**src/rtl/seg7_scan_decoder.sv**
```systemverilog
// Recovers six hex digits from a time-multiplexed, active-low seven-segment bus.
// Optional SEG7_BLANK_EN: treat 7'h7F as a legal blank rather than an error.
module seg7_scan_decoder #(
  parameter int unsigned STABLE_COUNT = 3
) (
  input  logic        CLOCK_50,
  input  logic        reset,
  input  logic [6:0]  seg,
  input  logic [2:0]  dig_sel,
  input  logic        seg_strobe,
  input  logic        err_clr,
  output logic [23:0] value,
  output logic [5:0]  digit_valid,
  output logic [5:0]  err,
  output logic        update
);

  localparam logic [3:0] LP_STABLE = 4'(STABLE_COUNT);

  // Returns {decodable, nibble}.
  function automatic logic [4:0] f_decode(input logic [6:0] p);
    logic [4:0] r;
    case (p)
      7'h40:   r = {1'b1, 4'h0};
      7'h79:   r = {1'b1, 4'h1};
      7'h24:   r = {1'b1, 4'h2};
      7'h30:   r = {1'b1, 4'h3};
      7'h19:   r = {1'b1, 4'h4};
      7'h12:   r = {1'b1, 4'h5};
      7'h02:   r = {1'b1, 4'h6};
      7'h78:   r = {1'b1, 4'h7};
      7'h00:   r = {1'b1, 4'h8};
      7'h18:   r = {1'b1, 4'h9};
      7'h08:   r = {1'b1, 4'hA};
      7'h03:   r = {1'b1, 4'hB};
      7'h46:   r = {1'b1, 4'hC};
      7'h21:   r = {1'b1, 4'hD};
      7'h06:   r = {1'b1, 4'hE};
      7'h0E:   r = {1'b1, 4'hF};
      default: r = 5'h00;
    endcase
    return r;
  endfunction

  logic [6:0]  r_cand [6];
  logic [3:0]  r_cnt  [6];
  logic [23:0] r_value;
  logic [5:0]  r_valid;
  logic [5:0]  r_err;
  logic        r_update;

  logic [4:0]  w_dec;
  logic        w_blank;
  logic [5:0]  w_sel;
  logic [5:0]  w_match;
  logic [5:0]  w_commit;
  logic [3:0]  w_cnt_nx [6];
  logic [5:0]  w_err_nx;

  always_comb begin
    w_dec = f_decode(seg);
`ifdef SEG7_BLANK_EN
    w_blank = (seg == 7'h7F);
`else
    w_blank = 1'b0;
`endif
    w_sel    = '0;
    w_match  = '0;
    w_commit = '0;
    for (int d = 0; d < 6; d++) begin
      w_sel[d]   = seg_strobe && (dig_sel == 3'(d));
      w_match[d] = (seg == r_cand[d]);
      if (!w_match[d])                w_cnt_nx[d] = 4'd1;
      else if (r_cnt[d] >= LP_STABLE) w_cnt_nx[d] = r_cnt[d];
      else                            w_cnt_nx[d] = r_cnt[d] + 4'd1;
      // A mismatch at saturation can only re-commit when STABLE_COUNT is 1.
      w_commit[d] = w_sel[d] && (w_cnt_nx[d] == LP_STABLE) &&
                    (!w_match[d] || (r_cnt[d] != LP_STABLE));
    end
    w_err_nx = (err_clr ? 6'b0 : r_err) | (w_commit & {6{~w_dec[4] & ~w_blank}});
  end

  always_ff @(posedge CLOCK_50) begin
    if (reset) begin
      for (int d = 0; d < 6; d++) begin
        r_cand[d] <= 7'h7F;
        r_cnt[d]  <= 4'd0;
      end
      r_value  <= '0;
      r_valid  <= '0;
      r_err    <= '0;
      r_update <= 1'b0;
    end else begin
      r_update <= |w_commit;
      r_err    <= w_err_nx;
      for (int d = 0; d < 6; d++) begin
        if (w_sel[d]) begin
          r_cand[d] <= seg;
          r_cnt[d]  <= w_cnt_nx[d];
        end
        if (w_commit[d]) begin
          r_valid[d] <= w_dec[4];
          if (w_dec[4]) r_value[4*d +: 4] <= w_dec[3:0];
        end
      end
    end
  end

  assign value       = r_value;
  assign digit_valid = r_valid;
  assign err         = r_err;
  assign update      = r_update;

endmodule

```
**config.mk**
```make
export PLATFORM = sky130hd
export DESIGN_NAME = seg7_scan_decoder
export DESIGN_NICKNAME = d
export VERILOG_FILES = /design/src/rtl/seg7_scan_decoder.sv
export SDC_FILE = /design/constraint.sdc
export NUM_CORES = 1
export LEC_CHECK = 0
export CORE_MARGIN = 2
export CORE_UTILIZATION = 50
export CTS_BUF_LIST = sky130_fd_sc_hd__clkbuf_2
export CTS_CLUSTER_SIZE = 40
export DETAILED_ROUTE_END_ITERATION = 16
export PLACE_DENSITY = 0.71
export SETUP_SLACK_MARGIN = 0.05
export SYNTH_ARGS = -nofsm -noshare
export SYNTH_HDL_FRONTEND = slang
export SYNTH_SLANG_ARGS = --single-unit
```
**constraint.sdc**
```tcl
create_clock -name CLOCK_50 -period 4.9 [get_ports CLOCK_50]
set_input_delay 0.49 -clock CLOCK_50 [delete_from_list [all_inputs] [get_ports CLOCK_50]]
set_output_delay 0.49 -clock CLOCK_50 [all_outputs]
set_load 0.005 [all_outputs]
```
======== Yosys cells after proc, flatten, opt, wreduce, memory -nomap -nowiden ========
Memories as Yosys holds them, arrays and structs flattened.
Index checks and enable logic that the tools add are counted.
word-level totals
  flip-flop bits (word level) ............. 37
  memory bits (writable) .................. 66
  input bits .............................. 14
  output and inout port bits .............. 37
  logic and storage cells ................. 166
  memories kept ........................... 2
operators by class
  add/sub/neg operators ................... 6
  order comparisons ....................... 6
  equality and inequality tests ........... 38
  muxes and demuxes ....................... 46
  bitwise logic cells ..................... 15
  reduce and logical (&&, ||, !) cells .... 39
memories
  memory  depth  width  rd ports  clocked after memory_dff  wr ports  RTL line  text
  r_cand  6      7      6         0                         6         45        logic [6:0] r_cand [6];
  r_cnt   6      4      6         0                         6         46        logic [3:0] r_cnt [6];
operator list
  operator               count
  $pmux W5 S16           1
  $mux W4                18
  $eq A7 B7 Y1           6
  $mux W7                6
  $eq A7 B7 Y1 const B   4
  $add A4 B1 Y4 const B  6
  $eq A4 B2 Y1 const B   6
  $ge A4 B2 Y1 const B   6
  $ne A4 B2 Y1 const B   6
  $eq A7 B5 Y1 const B   3
  $eq A7 B6 Y1 const B   3
  $mux W1                20
  $logic_and A1 B1 Y1    18
  $eq A7 B2 Y1 const B   2
  $eq A7 B4 Y1 const B   2
  $or A1 B1 Y1           12
  $reduce_and A2 Y1      6
  $eq A7 B3 Y1 const B   1
  $logic_not A7 Y1       1
  $and A6 B6 Y6          1
  $eq A3 B2 Y1 const B   2
  $eq A3 B3 Y1 const B   2
  $logic_not A1 Y1       6
  $logic_or A1 B1 Y1     6
  other kinds (6)        6

======== Longest topological paths before layout ========
Gate-level depths: netlist of run 1.
An unclocked memory read counts as a cell.
  depth after elaboration ................. 9
  mapped depth ............................ 8

======== Least setup slack after synthesis of run 1 ========
Ideal clock, no wire load.
  path kind ............................... in2reg
  from .................................... input port seg[0]
  to ...................................... register r_value[19], in the netlist value[19]
  setup time .............................. 0.148 ns
  arrival time ............................ 1.909 ns
  data required time ...................... 4.752 ns
  slack ................................... 2.843 ns
  cell stages on the path ................. 7
  path buffers ............................ 2
  path through ............................ buf_2 or3b_1 a2111oi_2 a221oi_2 buf_6 a31oi_2 o32ai_1
between the ends
  cells in the longest elaborated chain, start to end .. 6
RTL lines
  element                            RTL line  text
  start, declared                    8         input logic [6:0] seg,
  $eq A7 B7 Y1                       72        w_match[d] = (seg == r_cand[d]);
  $mux W4                            73        if (!w_match[d]) w_cnt_nx[d] = 4'd1;
  $eq A4 B2 Y1                       77        w_commit[d] = w_sel[d] && (w_cnt_nx[d] == LP_STABLE) &&
  $logic_and A1 B1 Y1 (2 in series)  77
  $reduce_and A2 Y1 (no line)        --
  end signal, assigned by index      103       if (w_dec[4]) r_value[4*d +: 4] <= w_dec[3:0];
  end, declared                      47        logic [23:0] r_value;
Several ways; a longest one is shown, not always the timed one.
A chain may end at the register's enable or synchronous reset.

======== Final worst setup path of run 1 ========
  from .................................... input port seg[2]
  to ...................................... register r_value[1], in the netlist value[1]
The elaborated chain is that of the path after synthesis.

==> results of run 1 <==
-- worst register-to-register path, delay by kind of cell (launching register included) --
family                     cells  cell delay [ns]
AOI/OAI and AO/OA              1             0.28
adders and majority gates      1             0.23
and+or+nand+nor                3             1.05
muxes                          1             0.20
DFF                            1             0.51
-- power by group --
group	switching, W	internal, W
Clock	0.000292	0.000124
Combinational	0.0000914	0.0000607
Sequential	0.0000154	0.000956
-- placed cells by master, fill, tap and decap left out, types with 3 or more instances in the layout --
cell / Yosys / final
edfxtp_1: 66 / 66
a21boi_0: 6 / 6
dfxtp_1: 37 / 37
nand4b_1: 4 / 4
nand2b_1: 36 / 36
ha_1: 6 / 6
clkdlybuf4s50_1: 0 / 50
inv_1: 13 / 13
clkbuf_2: 0 / 10
and2_1: 12 / 12
or2_2: 5 / 5
nor4_1: 6 / 6
nor2_1: 11 / 11
mux2i_1: 15 / 15
nand2_1: 26 / 26
and3_1: 18 / 18
xnor2_1: 14 / 14
nand3_1: 11 / 11
nor3_1: 13 / 13
o22ai_1: 5 / 5
xor2_1: 37 / 37
o21ai_0: 3 / 3
nand4_1: 9 / 9
nor4bb_1: 5 / 5
nor2b_1: 5 / 5
or3_1: 9 / 9
a21oi_1: 7 / 7
a31oi_2: 4 / 4
o211a_1: 7 / 7
and4b_1: 5 / 5
o32ai_1: 12 / 12
buf_4: 3 / 7
-- cell type report --
class	instances	area, sq um	share of cell area, %
inverter	14	52.6	0.894
clock inverter	6	70.1	1.19
tap	136	170	2.89
timing repair buffer	57	553	9.40
sequential	103	2720	46.3
multi-input combinational	313	2260	38.5
clock buffer	10	50.0	0.851
-- kinds of logic (layout without fill, tap and decap cells) --
logic type	count (synthesis)	in the layout	share of synthesized area, %
XOR/XNOR	51	51	8.60
buffers and inverters	45	87	4.00
AND/OR/NAND/NOR	184	184	21.0
adder cells (fa/ha/maj)	6	6	1.45
AO/OA/AOI/OAI	57	57	9.59
flip-flops	103	103	52.4
multiplexers	15	15	2.89
-- registers in the layout, indices dropped and copies added (netlist names) --
| name | flops |
|---|---|
| r_cnt | 24 |
| r_cand | 42 |
| digit_valid | 6 |
| value | 24 |
| err | 6 |
| update | 1 |
-- metal layers --
| layer | global-route usage [%] | vias up | wire (um) |
|---|---|---|---|
| li1 | - | 1749 | - |
| met1 | 26.6 | 1731 | 4930 |
| met2 | 34.5 | 102 | 5290 |
| met3 | 3.00 | 11 | 622 |
| met4 | 8.74 | 0 | 193 |
| met5 | 0 | - | 0 |
-- worst max-delay path by stage --
stage	startpoint	end	slack [ns]	cells after the start
after global placement	seg[1]	value[2]$_SDFFE_PP0P_	1.62	7
after floorplan	seg[0]	value[19]$_SDFFE_PP0P_	2.84	7
after CTS	seg[2]	value[1]$_SDFFE_PP0P_	2.19	7
after detailed placement	seg[2]	value[2]$_SDFFE_PP0P_	1.57	7
final	seg[2]	value[1]$_SDFFE_PP0P_	2.13	7
after global routing	seg[2]	value[18]$_SDFFE_PP0P_	1.98	7
-- per-stage QoR --
step | std cells | hold slack, ns | total power [W] | area (sq um)
2_1_floorplan | 461 | 0.451 | 0.00110 | 5190
3_3_place_gp | 623 | 0.445 | 0.00113 | 5760
3_5_place_dp | 623 | 0.448 | 0.00114 | 5760
4_1_cts | 639 | 0.478 | 0.00155 | 5880
5_1_grt | 639 | 0.508 | 0.00160 | 5880
6_report | 639 | 0.479 | 0.00154 | 5880
==> run_results.csv, run 1 <==
group,metric,value,unit
sta,finClkSkew,0.0473,ns
cts,htreeDepth,3,
die,die_area,11200,sq um
worst_setup_path,path_buf_inv,2,
global_routing,grt_usage,20.5,%
global_routing,grt_max_degree,36,
worst_setup_path,worst_path_max_delay_cell,"clkdlybuf4s50_1",
sta,tns,0,ns
sta,worst_slack,2.13,ns
route,drc,0,
cts,clock_latency,0.58,ns
die,die_x,106,um
cts,cts_made_buffers,9,
sta,max_freq,360,MHz
layout,fillers,874,
yosys,synth_top_area_cell,"edfxtp_1",
worst_setup_path,rrSetupSlack,2.56,ns
yosys,syn-num-nets,481,
worst_setup_path,start_kind,"input pin",
yosys,synth.most_common_cell,"edfxtp_1",
yosys,ys_ff_latch,103,
yosys,synth_flop_cell,"edfxtp_1",
worst_setup_path,crit_path_max_fanout,26,
cts,root_buffer,"clkbuf_2",
global_routing,grt_pass1_wl,17900,um
layout,final_util,57.7,%
sta,drv_slew,0,
cts,postCtsHoldBufs,0,
worst_setup_path,timing.rr.start,"r_cnt[3][0]$_SDFFCE_PN0P_",
worst_setup_path,r2r_end,"value[12]$_SDFFE_PP0P_",
layout,n_antenna_cell,0,
die,ios,51,
run_status,status,"completed",
yosys,avgSynthCellArea,11.3,sq um
cts,cts_resized,0,
place,io_buffers,50,
worst_setup_path,worst-setup-path-type,"input pin to flip-flop",
route,routedWlPerCell,17.3,um
sta,period_minus_slack,2.77,ns
worst_setup_path,crit_family,"buffers and inverters",
yosys,yosysUniqueCellTypes,52,
route,drt-total-wl,11000,um
worst_setup_path,worstPathCellList,"clkdlybuf4s50_1 > or3b_2 > o22ai_1 > a221oi_2 > buf_4 > a31oi_2 > mux2i_1",
run,max-cap-violations,0,
yosys,yosysSeqAreaShare,52.4,%
yosys,synth_edf_count,66,
worst_setup_path,critPathCaptureType,"flip-flop",
cts,cts_tree,"done",
die,coreArea,10200,sq um
die,initial_utilization,51.0,%
route,firstDrtPassIters,5,
hold_path,worstHoldPathType,"flip-flop to flip-flop",
cts,cts_buffer_depth,2,
power_and_ir_drop,power.density,262,nW/um^2
layout,nets,518,
global_routing,grt_remaining_overflow,0,
place,dp_slack,1.57,ns
sta,setup_violations,0,
sta,slew_headroom,29.2,%
worst_setup_path,crit_required,5.40,ns
power_and_ir_drop,p_leak,2.05,nW
yosys,synth.top_cells.by_count,"edfxtp_1 (66), dfxtp_1 (37), xor2_1 (37)",
sta,finalHoldViolations,0,
global_routing,grt_pass1_vias,3605,
hold_path,hold_depth,2,
sta,fin_crit_sh,56.6,%
worst_setup_path,cp.arrival,3.28,ns
layout,drive_above_1_share,7.95,%
sta,rsz0062_at_grt,"false",
route,drt_iter0_markers,201,
hold_path,min_from,"value[2]$_SDFFE_PP0P_",
die,rows,37,
place,dp_hpwl,7520,um
hold_path,hold_end,"value[2]$_SDFFE_PP0P_",
cts,post-cts-setup-buffers,0,
yosys,synth_area,5190,sq um
cts,clock-sinks,103,
route,viasPerCell,5.62,
sta,tightestPinTransition,1.06,ns
power_and_ir_drop,peakVddDrop,0.129,mV
worst_setup_path,slowest_delay,0.96,ns
place,gp_congestion,0.851,
yosys,async_flop_share,0,%
layout,area_delta_synth_final,13.3,%
yosys,synthCells,461,
route,final_antenna_net_count,0,
global_routing,antenna_found_initial,0,
yosys,synth_warnings,0,
die,die_height,106,um
cts,path_clk_slew,0.30,ns
route,via_count,3593,
yosys,synthTopCellsByArea,"edfxtp_1 (38%), dfxtp_1 (14%), xor2_1 (6.2%)",
worst_setup_path,reg2reg_depth,6,
yosys,synth_top_area_share,38.2,%
Note: power is estimated with default switching activity, not from simulation.
==> run 2, diff against run 1 <==
--- a/config.mk
+++ b/config.mk
@@ -10,7 +10,7 @@
 export CTS_BUF_LIST = sky130_fd_sc_hd__clkbuf_2
 export CTS_CLUSTER_SIZE = 40
 export DETAILED_ROUTE_END_ITERATION = 16
-export PLACE_DENSITY = 0.71
+export PLACE_DENSITY = 0.74
 export SETUP_SLACK_MARGIN = 0.05
 export SYNTH_ARGS = -nofsm -noshare
 export SYNTH_HDL_FRONTEND = slang
==> constraint.sdc (replaced) <==
create_clock -name CLOCK_50 -period 2.46 [get_ports CLOCK_50]
set_input_delay 0.246 -clock CLOCK_50 [delete_from_list [all_inputs] [get_ports CLOCK_50]]
set_output_delay 0.246 -clock CLOCK_50 [all_outputs]
set_load 0.005 [all_outputs]
==> run_results.csv, run 2 (synthesized netlist as in run 1, its figures left out) <==
group,metric,value,unit
run_status,status,"completed",
route,via_count,3760,
sta,slew_headroom,35.3,%
cts,path_clk_slew,0.32,ns
sta,setup_violations,0,
layout,nets,563,
worst_setup_path,cp.arrival,2.75,ns
cts,post-cts-setup-buffers,0,
worst_setup_path,timing.rr.start,"r_cnt[0][0]$_SDFFCE_PN0P_",
worst_setup_path,worst_path_max_delay_cell,"edfxtp_1",
worst_setup_path,crit_required,3.01,ns
cts,htreeDepth,3,
layout,largest-register,"r_cand",
layout,layout_commonest_cell,"edfxtp_1",
power_and_ir_drop,peakVddDrop,0.252,mV
layout,largest_reg_flops,42,
global_routing,grt_pass1_wl,18900,um
sta,fin_crit_sh,89.4,%
die,rows,37,
cts,cts_resized,0,
global_routing,grt_max_degree,35,
power_and_ir_drop,p_leak,2.27,nW
die,die_area,11200,sq um
worst_setup_path,worstPathCellList,"ha_1 > nor3_1 > and4b_1 > nand3_1 > a31oi_2 > mux2i_1",
worst_setup_path,critPathCaptureType,"flip-flop",
cts,postCtsHoldBufs,0,
layout,fillers,838,
sta,worst_slack,0.261,ns
cts,clock-sinks,103,
route,routedWlPerCell,16.7,um
global_routing,antenna_found_initial,0,
die,initial_utilization,51.0,%
sta,finalHoldViolations,0,
power_and_ir_drop,power.density,504,nW/um^2
place,io_buffers,50,
route,final_antenna_net_count,0,
global_routing,grt_pass1_vias,3874,
layout,n_antenna_cell,0,
cts,root_buffer,"clkbuf_2",
die,die_height,106,um
die,die_x,106,um
place,place_inst,668,
layout,finalNonFillerCells,684,
worst_setup_path,crit_path_max_fanout,4,
sta,tightestPinTransition,0.968,ns
sta,finClkSkew,0.0566,ns
worst_setup_path,slowest_delay,0.49,ns
place,dp_slack,-0.237,ns
cts,clock_latency,0.58,ns
hold_path,min_from,"err_clr",
layout,drive_above_1_share,15.5,%
route,drc,0,
die,coreArea,10200,sq um
route,firstDrtPassIters,4,
layout,area_delta_synth_final,20.0,%
sta,rsz0062_at_grt,"false",
die,ios,51,
sta,period_minus_slack,2.20,ns
sta,max_freq,455,MHz
place,gp_congestion,0.837,
worst_setup_path,start_kind,"flip-flop",
sta,drv_slew,0,
cts,cts_made_buffers,9,
place,dpl_cell_area,6100,sq um
layout,mostFrequentLayoutCells,"edfxtp_1 (66), buf_4 (52), clkdlybuf4s50_1 (50), xor2_1 (37), dfxtp_1 (37)",
layout,fin_area,6230,sq um
run,max-cap-violations,0,
global_routing,grt_remaining_overflow,0,
route,viasPerCell,5.50,
cts,cts_buffer_depth,2,
cts,cts_tree,"done",
route,drt-total-wl,11400,um
place,dp_hpwl,8440,um
worst_setup_path,setup.worst_path.start,"r_cnt[0][0]$_SDFFCE_PN0P_",
global_routing,grt_usage,21.3,%
hold_path,worstHoldPathType,"input pin to flip-flop",
worst_setup_path,worst-setup-path-type,"flip-flop to flip-flop",
route,drt_iter0_markers,270,
==> run 2: cell types whose count changed in the layout (fill, tap and decap cells not counted), sizes merged <==
cell and delta:
clkinvlp -1, clkbuf -1, buf +45, clkinv +2
==> run 2: path summary, 6_finish.rpt <==
path / end / slack (ns) / depth (start not counted)
max: value[1]$_SDFFE_PP0P_ / 0.26 / 6
min reg2reg: value[8]$_SDFFE_PP0P_ / 0.48 / 2
min: err[1]$_SDFF_PP0_ / 0.40 / 3
max reg2reg: value[1]$_SDFFE_PP0P_ / 0.26 / 6
==> run 2: critical path: cells and delay by family, from the launching register on <==
family	cells	cell delay (ns)
muxes	1	0.22
adders and majority gates	1	0.22
and+or+nand+nor	3	0.92
AOI/OAI and AO/OA	1	0.36
DFF	1	0.49
==> run 2: layer usage <==
metal,part of all wire [%],vias up,GRT usage (%)
met5,0,-,0
met2,47,102,34.3
met4,2.0,0,7.99
met1,46,1804,28.7
met3,5.4,16,4.29
li1,-,1838,-
==> run 2: cell type report <==
class	instances	area [sq um]	area share [%]
clock buffers	9	45.0	0.723
clock inverters	7	90.1	1.45
inverters	14	52.6	0.843
multi-input cells	313	2260	36.3
flip-flops and latches	103	2720	43.7
well taps	136	170	2.73
repair buffers	102	891	14.3
==> run 2: power by group <==
| part | leakage [nW] | internal, W | switching [W] |
|---|---|---|---|
| logic | 1.22 | 0.000159 | 0.000192 |
| clock network | 0.0798 | 0.000259 | 0.000599 |
| registers | 0.968 | 0.00190 | 0.0000300 |
==> run 2: metrics by stage <==
step | total power [W] | hold slack (ns) | util, % | setup TNS (ns)
2_1_floorplan | 0.00219 | 0.424 | - | 0
3_3_place_gp | 0.00230 | 0.445 | 59.9 | -4.93
3_5_place_dp | 0.00232 | 0.451 | 59.9 | -5.88
4_1_cts | 0.00317 | 0.349 | 61.2 | 0
5_1_grt | 0.00329 | 0.373 | 61.2 | 0
6_report | 0.00314 | 0.404 | 61.2 | 0
==> run 3, diff against run 2 <==
--- a/config.mk
+++ b/config.mk
@@ -5,7 +5,6 @@
 export SDC_FILE = /design/constraint.sdc
 export NUM_CORES = 1
 export LEC_CHECK = 0
-export CORE_MARGIN = 2
 export CORE_UTILIZATION = 50
 export CTS_BUF_LIST = sky130_fd_sc_hd__clkbuf_2
 export CTS_CLUSTER_SIZE = 40
==> run_results.csv, run 3 (synthesized netlist as in run 1, its figures left out) <==
group,metric,value,unit
run_status,status,"completed",
worst_setup_path,start_kind,"flip-flop",
cts,htreeDepth,3,
sta,fin_crit_sh,87.0,%
worst_setup_path,critPathCaptureType,"flip-flop",
layout,drive_above_1_share,16.3,%
sta,finClkSkew,0.0316,ns
cts,cts_tree,"done",
layout,fillers,805,
layout,largest-register,"r_cand",
global_routing,antenna_found_initial,0,
die,ios,51,
cts,clock-sinks,103,
cts,cts_buffer_depth,2,
cts,path_clk_slew,0.31,ns
route,drt-total-wl,11600,um
layout,mostFrequentLayoutCells,"edfxtp_1 (66), buf_4 (57), clkdlybuf4s50_1 (50), xor2_1 (37), dfxtp_1 (37)",
layout,fin_area,6230,sq um
layout,layout_commonest_cell,"edfxtp_1",
worst_setup_path,crit_path_max_fanout,4,
sta,max_freq,467,MHz
route,drc,0,
cts,clock_latency,0.57,ns
sta,setup_violations,0,
worst_setup_path,worst-setup-path-type,"flip-flop to flip-flop",
power_and_ir_drop,p_leak,2.28,nW
cts,root_buffer,"clkbuf_2",
sta,rsz0062_at_grt,"false",
run,max-cap-violations,0,
route,firstDrtPassIters,4,
place,dp_hpwl,8490,um
die,die_x,104,um
layout,largest_reg_flops,42,
sta,slew_headroom,34.8,%
layout,nets,568,
die,rows,36,
cts,postCtsHoldBufs,0,
worst_setup_path,cp.arrival,2.65,ns
layout,final_util,62.9,%
worst_setup_path,crit_required,2.97,ns
sta,tns,0,ns
layout,area_delta_synth_final,20.0,%
global_routing,grt_pass1_vias,3805,
die,coreArea,9910,sq um
global_routing,grt_remaining_overflow,0,
sta,period_minus_slack,2.14,ns
cts,cts_made_buffers,9,
die,initial_utilization,52.4,%
die,die_area,10800,sq um
place,dpl_cell_area,6130,sq um
sta,drv_slew,0,
route,via_count,3799,
hold_path,worstHoldPathType,"input pin to flip-flop",
layout,n_antenna_cell,0,
route,final_antenna_net_count,0,
global_routing,grt_usage,22.6,%
sta,tightestPinTransition,0.975,ns
global_routing,grt_max_degree,35,
power_and_ir_drop,finalPower,0.00305,W
place,gp_congestion,0.826,
route,viasPerCell,5.54,
power_and_ir_drop,peakVddDrop,0.321,mV
place,io_buffers,50,
die,die_height,104,um
global_routing,grt_pass1_wl,19300,um
cts,post-cts-setup-buffers,0,
power_and_ir_drop,power.density,490,nW/um^2
route,drt_iter0_markers,140,
route,routedWlPerCell,16.9,um
sta,finalHoldViolations,0,
cts,cts_resized,0,
==> run 3: area by class of cell <==
cell class,count,area (sq um),area share [%]
Tap cell,133,166,2.67
Clock inverter,6,51.3,0.823
Timing Repair Buffer,107,928,14.9
Clock buffer,10,50.0,0.803
Multi-Input combinational cell,313,2260,36.3
Inverter,14,52.6,0.843
Sequential cell,103,2720,43.7
==> run 3: path summary, 6_finish.rpt <==
check	startpoint	endpoint	slack, ns	cells past startpoint
worst min-delay path	err_clr	err[3]$_SDFF_PP0_	0.44	3
worst max-delay path	r_cnt[2][0]$_SDFFCE_PN0P_	value[8]$_SDFFE_PP0P_	0.32	6
worst max register to register	r_cnt[2][0]$_SDFFCE_PN0P_	value[8]$_SDFFE_PP0P_	0.32	6
worst min register to register	value[0]$_SDFFE_PP0P_	value[0]$_SDFFE_PP0P_	0.48	2
==> run 3: where the power goes <==
group          switching (W)  internal, W  total [W]
clock               0.000602     0.000157   0.000759
sequential         0.0000304      0.00190    0.00193
combinational       0.000194     0.000164   0.000359
==> run 3: routing by layer <==
layer	global-route usage, %	up-vias	part of all wire, %
met3	3.45	13	3.8
met5	0	-	0
met4	6.84	0	1.1
li1	-	1848	-
met1	31.1	1845	48
met2	36.8	93	47
==> run 3: metrics by stage <==
step                      setup WS [ns]  instances  hold slack (ns)
after floorplan                   0.528        461            0.424
after global placement           -0.157        670            0.446
after detailed placement         -0.199        670            0.455
after CTS                         0.285        686            0.394
after global routing             0.0989        686            0.378
final                             0.319        686            0.438
==> run 3: worst max-delay path, stage by stage (launching register included) <==
cell and delay, ns:
edfxtp_1 0.50, ha_1 0.22, nor3_1 0.37, and4b_1 0.28, nand3_1 0.18, a31oi_2 0.33
mux2i_1 0.21
